==> config.mk <==
export PLATFORM = sky130hd
export DESIGN_NAME = s_array_ctrl
export DESIGN_NICKNAME = d
export VERILOG_FILES = /design/src/rtl/s_array_ctrl.sv
export SDC_FILE = /design/constraint.sdc
export NUM_CORES = 1
export LEC_CHECK = 0
export CORE_MARGIN = 4
export CORE_UTILIZATION = 35
export CTS_CLUSTER_SIZE = 30
export DETAILED_ROUTE_END_ITERATION = 6
export PLACE_DENSITY_LB_ADDON = 0.05
export SETUP_SLACK_MARGIN = 0.15
export SYNTH_ARGS = -nofsm -noshare
export SYNTH_HDL_FRONTEND = slang
export SYNTH_SLANG_ARGS = --single-unit
==> constraint.sdc <==
create_clock -name clk -period 2.4 [get_ports clk]
set_clock_uncertainty 0.1 [all_clocks]
set_input_delay 0.48 -clock clk [delete_from_list [all_inputs] [get_ports clk]]
set_output_delay 0.48 -clock clk [all_outputs]
set_load 0.005 [all_outputs]
==> src/rtl/s_array_ctrl.sv <==
// s_array_ctrl: load/stream/drain sequencer for a 4x4 weight-stationary array.
// Optional S_ARRAY_CTRL_BIAS_EN adds a per-job bias injected via psum_in.
module s_array_ctrl #(
  parameter int bit_width = 8,
  parameter int cnt_w     = 16
) (
  input  logic                     clk,
  input  logic                     rst,
  input  logic                     start,
  input  logic                     keep_w,
  input  logic [cnt_w-1:0]         num_vec,
  output logic                     busy,
  output logic                     done,
  input  logic                     w_valid,
  output logic                     w_ready,
  input  logic [4*bit_width-1:0]   w_data,
  input  logic                     a_valid,
  output logic                     a_ready,
  input  logic [4*bit_width-1:0]   a_data,
`ifdef S_ARRAY_CTRL_BIAS_EN
  input  logic [12*bit_width-1:0]  bias_data,
`endif
  output logic                     r_valid,
  output logic [12*bit_width-1:0]  r_data,
  output logic                     arr_ld_w_en,
  output logic [1:0]               arr_ld_w_id,
  output logic [4*bit_width-1:0]   arr_w_in,
  output logic [4*bit_width-1:0]   arr_a_in,
  output logic [12*bit_width-1:0]  arr_psum_in,
  input  logic [12*bit_width-1:0]  arr_psum_out
);

  localparam int pw = 3 * bit_width;

  localparam logic [1:0] IDLE   = 2'd0;
  localparam logic [1:0] LOAD_W = 2'd1;
  localparam logic [1:0] STREAM = 2'd2;
  localparam logic [1:0] DRAIN  = 2'd3;

  localparam logic [cnt_w-1:0] one = 1;

  logic [1:0]         state;
  logic [1:0]         rcnt;
  logic [cnt_w-1:0]   vcnt;
  logic [cnt_w-1:0]   nv;
  logic [8:0]         vp;
  logic [12*bit_width-1:0] aligned;
  logic               w_acc;
  logic               a_acc;
  logic               last_a;
  logic               empty;

`ifdef S_ARRAY_CTRL_BIAS_EN
  logic [12*bit_width-1:0] bias_q;
`endif

  assign busy    = (state != IDLE);
  assign w_ready = (state == LOAD_W);
  assign a_ready = (state == STREAM) && (vcnt != nv);
  assign w_acc   = w_valid && w_ready;
  assign a_acc   = a_valid && a_ready;
  assign last_a  = a_acc && ((vcnt + one) == nv);
  assign empty   = ~|vp;
  assign r_valid = vp[8];

  // Job sequencing and completion pulse
  always_ff @(posedge clk) begin
    if (rst) begin
      state <= IDLE;
      rcnt  <= '0;
      vcnt  <= '0;
      nv    <= '0;
      done  <= 1'b0;
`ifdef S_ARRAY_CTRL_BIAS_EN
      bias_q <= '0;
`endif
    end else begin
      done <= 1'b0;
      unique case (state)
        IDLE: begin
          if (start) begin
            nv    <= num_vec;
            vcnt  <= '0;
            rcnt  <= '0;
            state <= keep_w ? STREAM : LOAD_W;
`ifdef S_ARRAY_CTRL_BIAS_EN
            bias_q <= bias_data;
`endif
          end
        end
        LOAD_W: begin
          if (w_acc) begin
            rcnt <= rcnt + 2'd1;
            if (rcnt == 2'd3) state <= STREAM;
          end
        end
        STREAM: begin
          if (a_acc) vcnt <= vcnt + one;
          if ((vcnt == nv) || last_a) state <= DRAIN;
        end
        DRAIN: begin
          if (empty) begin
            state <= IDLE;
            done  <= 1'b1;
          end
        end
        default: state <= IDLE;
      endcase
    end
  end

  // Registered weight-row load port
  always_ff @(posedge clk) begin
    if (rst) begin
      arr_ld_w_en <= 1'b0;
      arr_ld_w_id <= '0;
      arr_w_in    <= '0;
    end else begin
      arr_ld_w_en <= w_acc;
      if (w_acc) begin
        arr_ld_w_id <= rcnt;
        arr_w_in    <= w_data;
      end
    end
  end

  // Occupancy pipeline: bit i marks a vector accepted i+1 cycles ago
  always_ff @(posedge clk) begin
    if (rst) vp <= '0;
    else     vp <= {vp[7:0], a_acc};
  end

  // Input skew: lane k is delayed k+1 cycles, bubbles carry zero
  for (genvar k = 0; k < 4; k++) begin : g_skew
    logic [bit_width-1:0] sr [0:k];
    // Shift chain for one activation lane
    always_ff @(posedge clk) begin
      if (rst) begin
        for (int j = 0; j <= k; j++) sr[j] <= '0;
      end else begin
        sr[0] <= a_acc ? a_data[k*bit_width +: bit_width] : '0;
        for (int j = 1; j <= k; j++) sr[j] <= sr[j-1];
      end
    end
    assign arr_a_in[k*bit_width +: bit_width] = sr[k];
  end

  // Output deskew: column c is delayed 3-c cycles to line up all lanes
  for (genvar c = 0; c < 4; c++) begin : g_dsk
    if (c == 3) begin : g_pass
      assign aligned[c*pw +: pw] = arr_psum_out[c*pw +: pw];
    end else begin : g_dly
      logic [pw-1:0] dr [0:2-c];
      // Delay chain for one partial-sum column
      always_ff @(posedge clk) begin
        if (rst) begin
          for (int j = 0; j <= 2-c; j++) dr[j] <= '0;
        end else begin
          dr[0] <= arr_psum_out[c*pw +: pw];
          for (int j = 1; j <= 2-c; j++) dr[j] <= dr[j-1];
        end
      end
      assign aligned[c*pw +: pw] = dr[2-c];
    end
  end

  // Result register, zero outside valid cycles
  always_ff @(posedge clk) begin
    if (rst)        r_data <= '0;
    else if (vp[7]) r_data <= aligned;
    else            r_data <= '0;
  end

`ifdef S_ARRAY_CTRL_BIAS_EN
  for (genvar c = 0; c < 4; c++) begin : g_bias
    assign arr_psum_in[c*pw +: pw] = vp[c] ? bias_q[c*pw +: pw] : '0;
  end
`else
  assign arr_psum_in = '0;
`endif

endmodule

### Word level (Yosys, flattened, before mapping)

Memory sizes are Yosys's and may differ from the RTL's. A register that Yosys moved wholly into a read port is not among the register bits.
Cells that the tools add are included.
W data, S select, Z words.

| storage, ports and cells | value |
|---|---|
| RAM bits | 224 |
| memories | 7 |
| word-level logic and storage cells | 105 |
| output and inout bits | 264 |
| bits in registers | 177 |

Memory list:

| memory | depth | bits a word | read ports | clocked after Yosys merged registers in | write ports | RTL line | source |
|---|---|---|---|---|---|---|---|
| g_dsk[0].g_dly.dr | 3 | 24 | 3 | 1 | 3 | 153 | `logic [pw-1:0] dr [0:2-c];` |
| g_dsk[1].g_dly.dr | 2 | 24 | 2 | 1 | 2 | 153 |  |
| g_skew[3].sr | 4 | 8 | 4 | 0 | 4 | 135 | `logic [bit_width-1:0] sr [0:k];` |
| g_dsk[2].g_dly.dr | 1 | 24 | 1 | 1 | 1 | 153 |  |
| g_skew[2].sr | 3 | 8 | 3 | 0 | 3 | 135 |  |
| g_skew[1].sr | 2 | 8 | 2 | 0 | 2 | 135 |  |
| 1 more memories | - | - | - | - | - | - |  |

| operators by class | value |
|---|---|
| bitwise gates (word level) | 16 |
| reductions and logical operators | 18 |
| add/sub/neg operators | 2 |
| equal/unequal tests | 13 |
| muxes and demuxes | 39 |

Operators by type and width:

| operator | count |
|---|---|
| $mux W24 | 6 |
| $mux W8 | 14 |
| $eq A16 B16 Y1 | 2 |
| $mux W16 | 2 |
| $pmux W16 S2 | 1 |
| $reduce_or A24 Y1 | 1 |
| $add A16 B1 Y16 const B | 1 |
| $mux W2 | 8 |
| $ne A16 B16 Y1 | 1 |
| $or A1 B1 Y1 | 14 |
| $reduce_or A9 Y1 | 1 |
| $pmux W2 S4 | 1 |
| $reduce_or A8 Y1 | 1 |
| $eq A2 B2 Y1 const B | 3 |
| $mux W1 | 6 |
| $ne A2 B1 Y1 const B | 3 |
| $ne A2 B2 Y1 const B | 3 |
| $reduce_and A3 Y1 | 2 |
| $reduce_bool A2 Y1 | 3 |
| $reduce_and A5 Y1 | 1 |
| $logic_and A1 B1 Y1 | 4 |
| $pmux W2 S2 | 1 |
| $reduce_or A2 Y1 | 2 |
| $add A2 B1 Y2 const B | 1 |
| other kinds (5) | 6 |

### Depth between registers and ports, before layout

| depth | value |
|---|---|
| depth after elaboration | 7 |
| depth in mapped cells | 9 |

### Worst setup path before layout

OpenSTA, ideal clock, no wires.

| timing path | value |
|---|---|
| kind | reg-to-reg |
| from | register vcnt[0] |
| to | register state[0] |
| data required time | 2.177 ns |
| period minus slack after synthesis | 2.400 ns |
| path slack | 0.000 ns |
| setup time | 0.123 ns |
| arrival | 2.177 ns |
| cell stages (with the launch flop) | 10 |
| cell sequence | dfxtp_1 -> ha_1 -> buf_4 -> nand3_2 -> nor4_2 -> or3_1 -> a21oi_1 -> o32a_1 -> a31oi_2 -> mux2_1 |

| between the ends | value |
|---|---|
| cells in the longest elaborated chain, start to end | 7 |
| elaborated cells on any way between the ends | 10 |
| classes of those cells | 1 x add/sub; 4 x eq/ne; 5 x reduce/logical |

Ends and longest elaborated chain:

| what | RTL line | source |
|---|---|---|
| start, declared | 44 | `logic [cnt_w-1:0] vcnt;` |
| start signal, assigned | 98 | `if (a_acc) vcnt <= vcnt + one;` |
| branches (longest 4 deep; another with $add A16 B1 Y16) | - |  |
| $logic_or A1 B1 Y1 * | 99 | `if ((vcnt == nv) \|\| last_a) state <= DRAIN;` |
| $ne A2 B1 Y1 (no source line) * | - |  |
| $reduce_and A5 Y1 (no source line) * | - |  |
| end signal, assigned | 85 | `state <= keep_w ? STREAM : LOAD_W;` |
| end, declared | 42 | `logic [1:0] state;` |

Every way passes the cells marked *.
A chain may end at the register's enable or synchronous reset.

==> metrics <==
fmax=389 MHz; GR Util All Layers=15.3%; most frequent CP cell=buf_6; Critical Path Start Type=register; leakage=7.40 nW; hold crit path type=in2reg; share of cells above drive strength 1=12.4%; number of distinct library cells after synthesis=53; Post-Layout Cell Count=2127; CTS H-tree lvls=2; Initial Util=35.7%; First-pass DRT Iterations=5; critical path type=reg2reg; 1st-iter DRT viols=231; Synth Register Bits=401; Peak VDD IR=0.530 mV; Avg Inst Size Synth=10.6 um2; Core Util, Final=51.3%; min cycle time layout=2.57 ns; DIE WIDTH=202 um; synthesized area=13100 um2; CP Cell Sequence=xnor2_4 > nand3_2 > nor4_4 > a31oi_1 > buf_4 > buf_6 > buf_6 > buf_6 > buf_6 > buf_6 > and3b_2 > buf_12 > and2_1; Routed WL=33.1 mm; Std-Cell Rows=70; largest net degree at the start of global routing=168; status=finished, violations left; CTS buffer count=43; CP max-delay cell=dfxtp_4; Post-synth EDFFs=0; number of I/O port buffers=349; I/O pin cnt=446; Die Y=202 um; gr ovfl total=0; clk buf depth=3; PD cells=851 nW/um2; antenna violations before repair=5; failing checks=negative setup slack; RSZ-0062 raised after global routing=true; Clock Sinks=401; Register-to-Register Setup Slack=-0.17 ns; first-pass GRT wire length=49.1 mm; WP data required=2.75 ns; clock root buffer=clkbuf_16; fin area=18900 um2; hpwl dp=23.5 mm; worst slew pin tran=0.754 ns; Layout area overhead=43.7%; Final Hold Viols=0; Worst slew margin=49.7%; CP Capture Type=register; Post-Synthesis Cells=1245; pre-CTS WS=-0.0373 ns; period utilization=107%; Core Region=36800 um2; Nets=1809; vias in the first global route=8372; Yosys warnings=0; Antenna Nets Post-Route=0; Final setup viols=36; WHS=0.205 ns; crit path max fanout=25; Setup WS post-layout=-0.172 ns; Slew Viols, Final=0; Worst EP arrival=2.92 ns; routed vias=8815; die area=40700 um2; DP Cell Count=2026; Via density=4.14; clock slew at reported path FFs=0.06 ns; drt drc=0; gpl congestion=0.855; Max Cap Violations=0; Main synth FF type=dfxtp_1; slowest stage delay, CP=0.37 ns; ys async rst share=0%; DR WL/cell=15.6 um; DP Area=16900 um2; Seq/Total Area, Yosys=61.1%; CTS tree=built; clk_lat worst skew=0.55 ns
==> power breakdown <==
| group | internal [W] | switching, W | total [W] |
|---|---|---|---|
| registers | 0.00697 | 0.000155 | 0.00712 |
| logic | 0.00123 | 0.00113 | 0.00236 |
| clock network | 0.00394 | 0.00265 | 0.00659 |
| total | 0.0121 | 0.00393 | 0.0161 |
==> flip-flops by register name (all words and copies together), names as in the netlist <==
signal	count
vp	9
state	2
g_dsk.g_dly.dr	144
r_data	96
nv	16
vcnt	16
rcnt	2
g_skew.sr	80
arr_ld_w_id	2
done	1
arr_ld_w_en	1
arr_w_in	32
==> final cells by class <==
type	instances	area, um2
timing repair buffer	409	4070
multi-input combinational	757	4670
tap	468	586
clock buffer	64	1280
sequential	401	8060
inverter	8	30.0
fill	3414	17900
antenna	5	12.5
clock inverter	15	170
==> timing repair <==
item | 4_1_cts | 5_1_grt
pin swaps | 10 | 33
hold buffers | 0 | 0
cloned | 1 | 0
gates resized for setup | 51 | 48
setup buffers | 14 | 2
endpoints found under the setup margin | 19 | 54
==> cell usage in the layout, fill, tap and decap left out, types with 5 or more instances in the layout <==
cell / n
nor2b_1: 199
ha_1: 6
diode_2: 5
clkdlybuf4s50_1: 345
clkinv_2: 8
xnor2_1: 8
and2_4: 7
nand2_1: 116
buf_6: 14
nor2_1: 26
xnor2_2: 5
a21oi_1: 60
nor3_1: 9
clkbuf_8: 14
conb_1: 96
clkbuf_16: 43
dfxtp_4: 5
xnor2_4: 5
buf_4: 41
and2_1: 125
nand4_1: 7
inv_1: 6
buf_12: 6
xor2_1: 14
clkbuf_1: 8
dfxtp_1: 383
dfxtp_2: 13
==> worst paths after layout <==
check,startpoint,endpoint,cells past startpoint
max reg2reg,vcnt[4]$_SDFFE_PP0P_,g_skew[2].sr[0][3]$_SDFF_PP0_,13
min,rst,arr_w_in[30]$_SDFFE_PP0P_,2
min reg2reg,g_dsk[0].g_dly.dr[2][0]$_SDFF_PP0_,r_data[0]$_SDFF_PP0_,1
max,vcnt[4]$_SDFFE_PP0P_,g_skew[2].sr[0][3]$_SDFF_PP0_,13
==> layer usage <==
| layer | wire (um) | track usage (%) |
|---|---|---|
| met5 | 13 | 0 |
| met3 | 3130 | 6.08 |
| met4 | 809 | 6.03 |
| met2 | 15700 | 25.6 |
| met1 | 13400 | 17.7 |
==> worst max-delay path: cells and delay by family (launching register included) <==
| kind | cells | cell delay [ns] |
|---|---|---|
| xor gates and xnor gates | 1 | 0.20 |
| AOI/OAI and AO/OA | 1 | 0.14 |
| buffers and inverters | 7 | 0.85 |
| DFF | 1 | 0.37 |
| and+or+nand+nor | 4 | 0.79 |
==> per-stage QoR <==
step	setup TNS (ns)	power [W]
3_5_place_dp	-0.0569	0.00927
2_1_floorplan	0	0.00833
5_1_grt	-8.51	0.0168
4_1_cts	-5.35	0.0162
3_3_place_gp	-0.103	0.00924
6_report	-5.31	0.0161
==> cell families (layout without fill, tap and decap cells) <==
logic type / count (synthesis) / in the layout / share of synthesized area (%)
adders and majority gates: 7 / 7 / 0.667
muxes: 7 / 7 / 0.572
buffers and inverters: 182 / 496 / 8.61
other: 1 / 101 / 0.0285
DFF: 401 / 401 / 61.1
and+or+nand+nor: 522 / 522 / 22.5
AOI/OAI and AO/OA: 90 / 90 / 4.09
xor gates and xnor gates: 35 / 35 / 2.45
==> synthesized netlist by cell type (3+ instances only) <==
cell type | instances | area [um2]
nor2_1 | 27 | 101
o21ai_0 | 7 | 35.0
o211ai_1 | 3 | 22.5
nand4_1 | 7 | 43.8
nor3b_1 | 3 | 22.5
ha_1 | 7 | 87.6
inv_1 | 8 | 30.0
and4_1 | 3 | 26.3
buf_2 | 4 | 20.0
nor3_1 | 9 | 45.0
nand2_1 | 117 | 439
o2111ai_1 | 4 | 35.0
clkbuf_1 | 52 | 195
nor4_2 | 3 | 37.5
or3_1 | 3 | 18.8
and2_1 | 132 | 826
or4_1 | 3 | 22.5
xor2_1 | 17 | 149
nand3_1 | 4 | 20.0
mux2_1 | 3 | 33.8
nor2b_1 | 200 | 1250
buf_4 | 114 | 856
mux2i_1 | 3 | 30.0
a21oi_1 | 61 | 305
xnor2_1 | 16 | 140
dfxtp_1 | 401 | 8030
(Power assumes the default switching activity.)
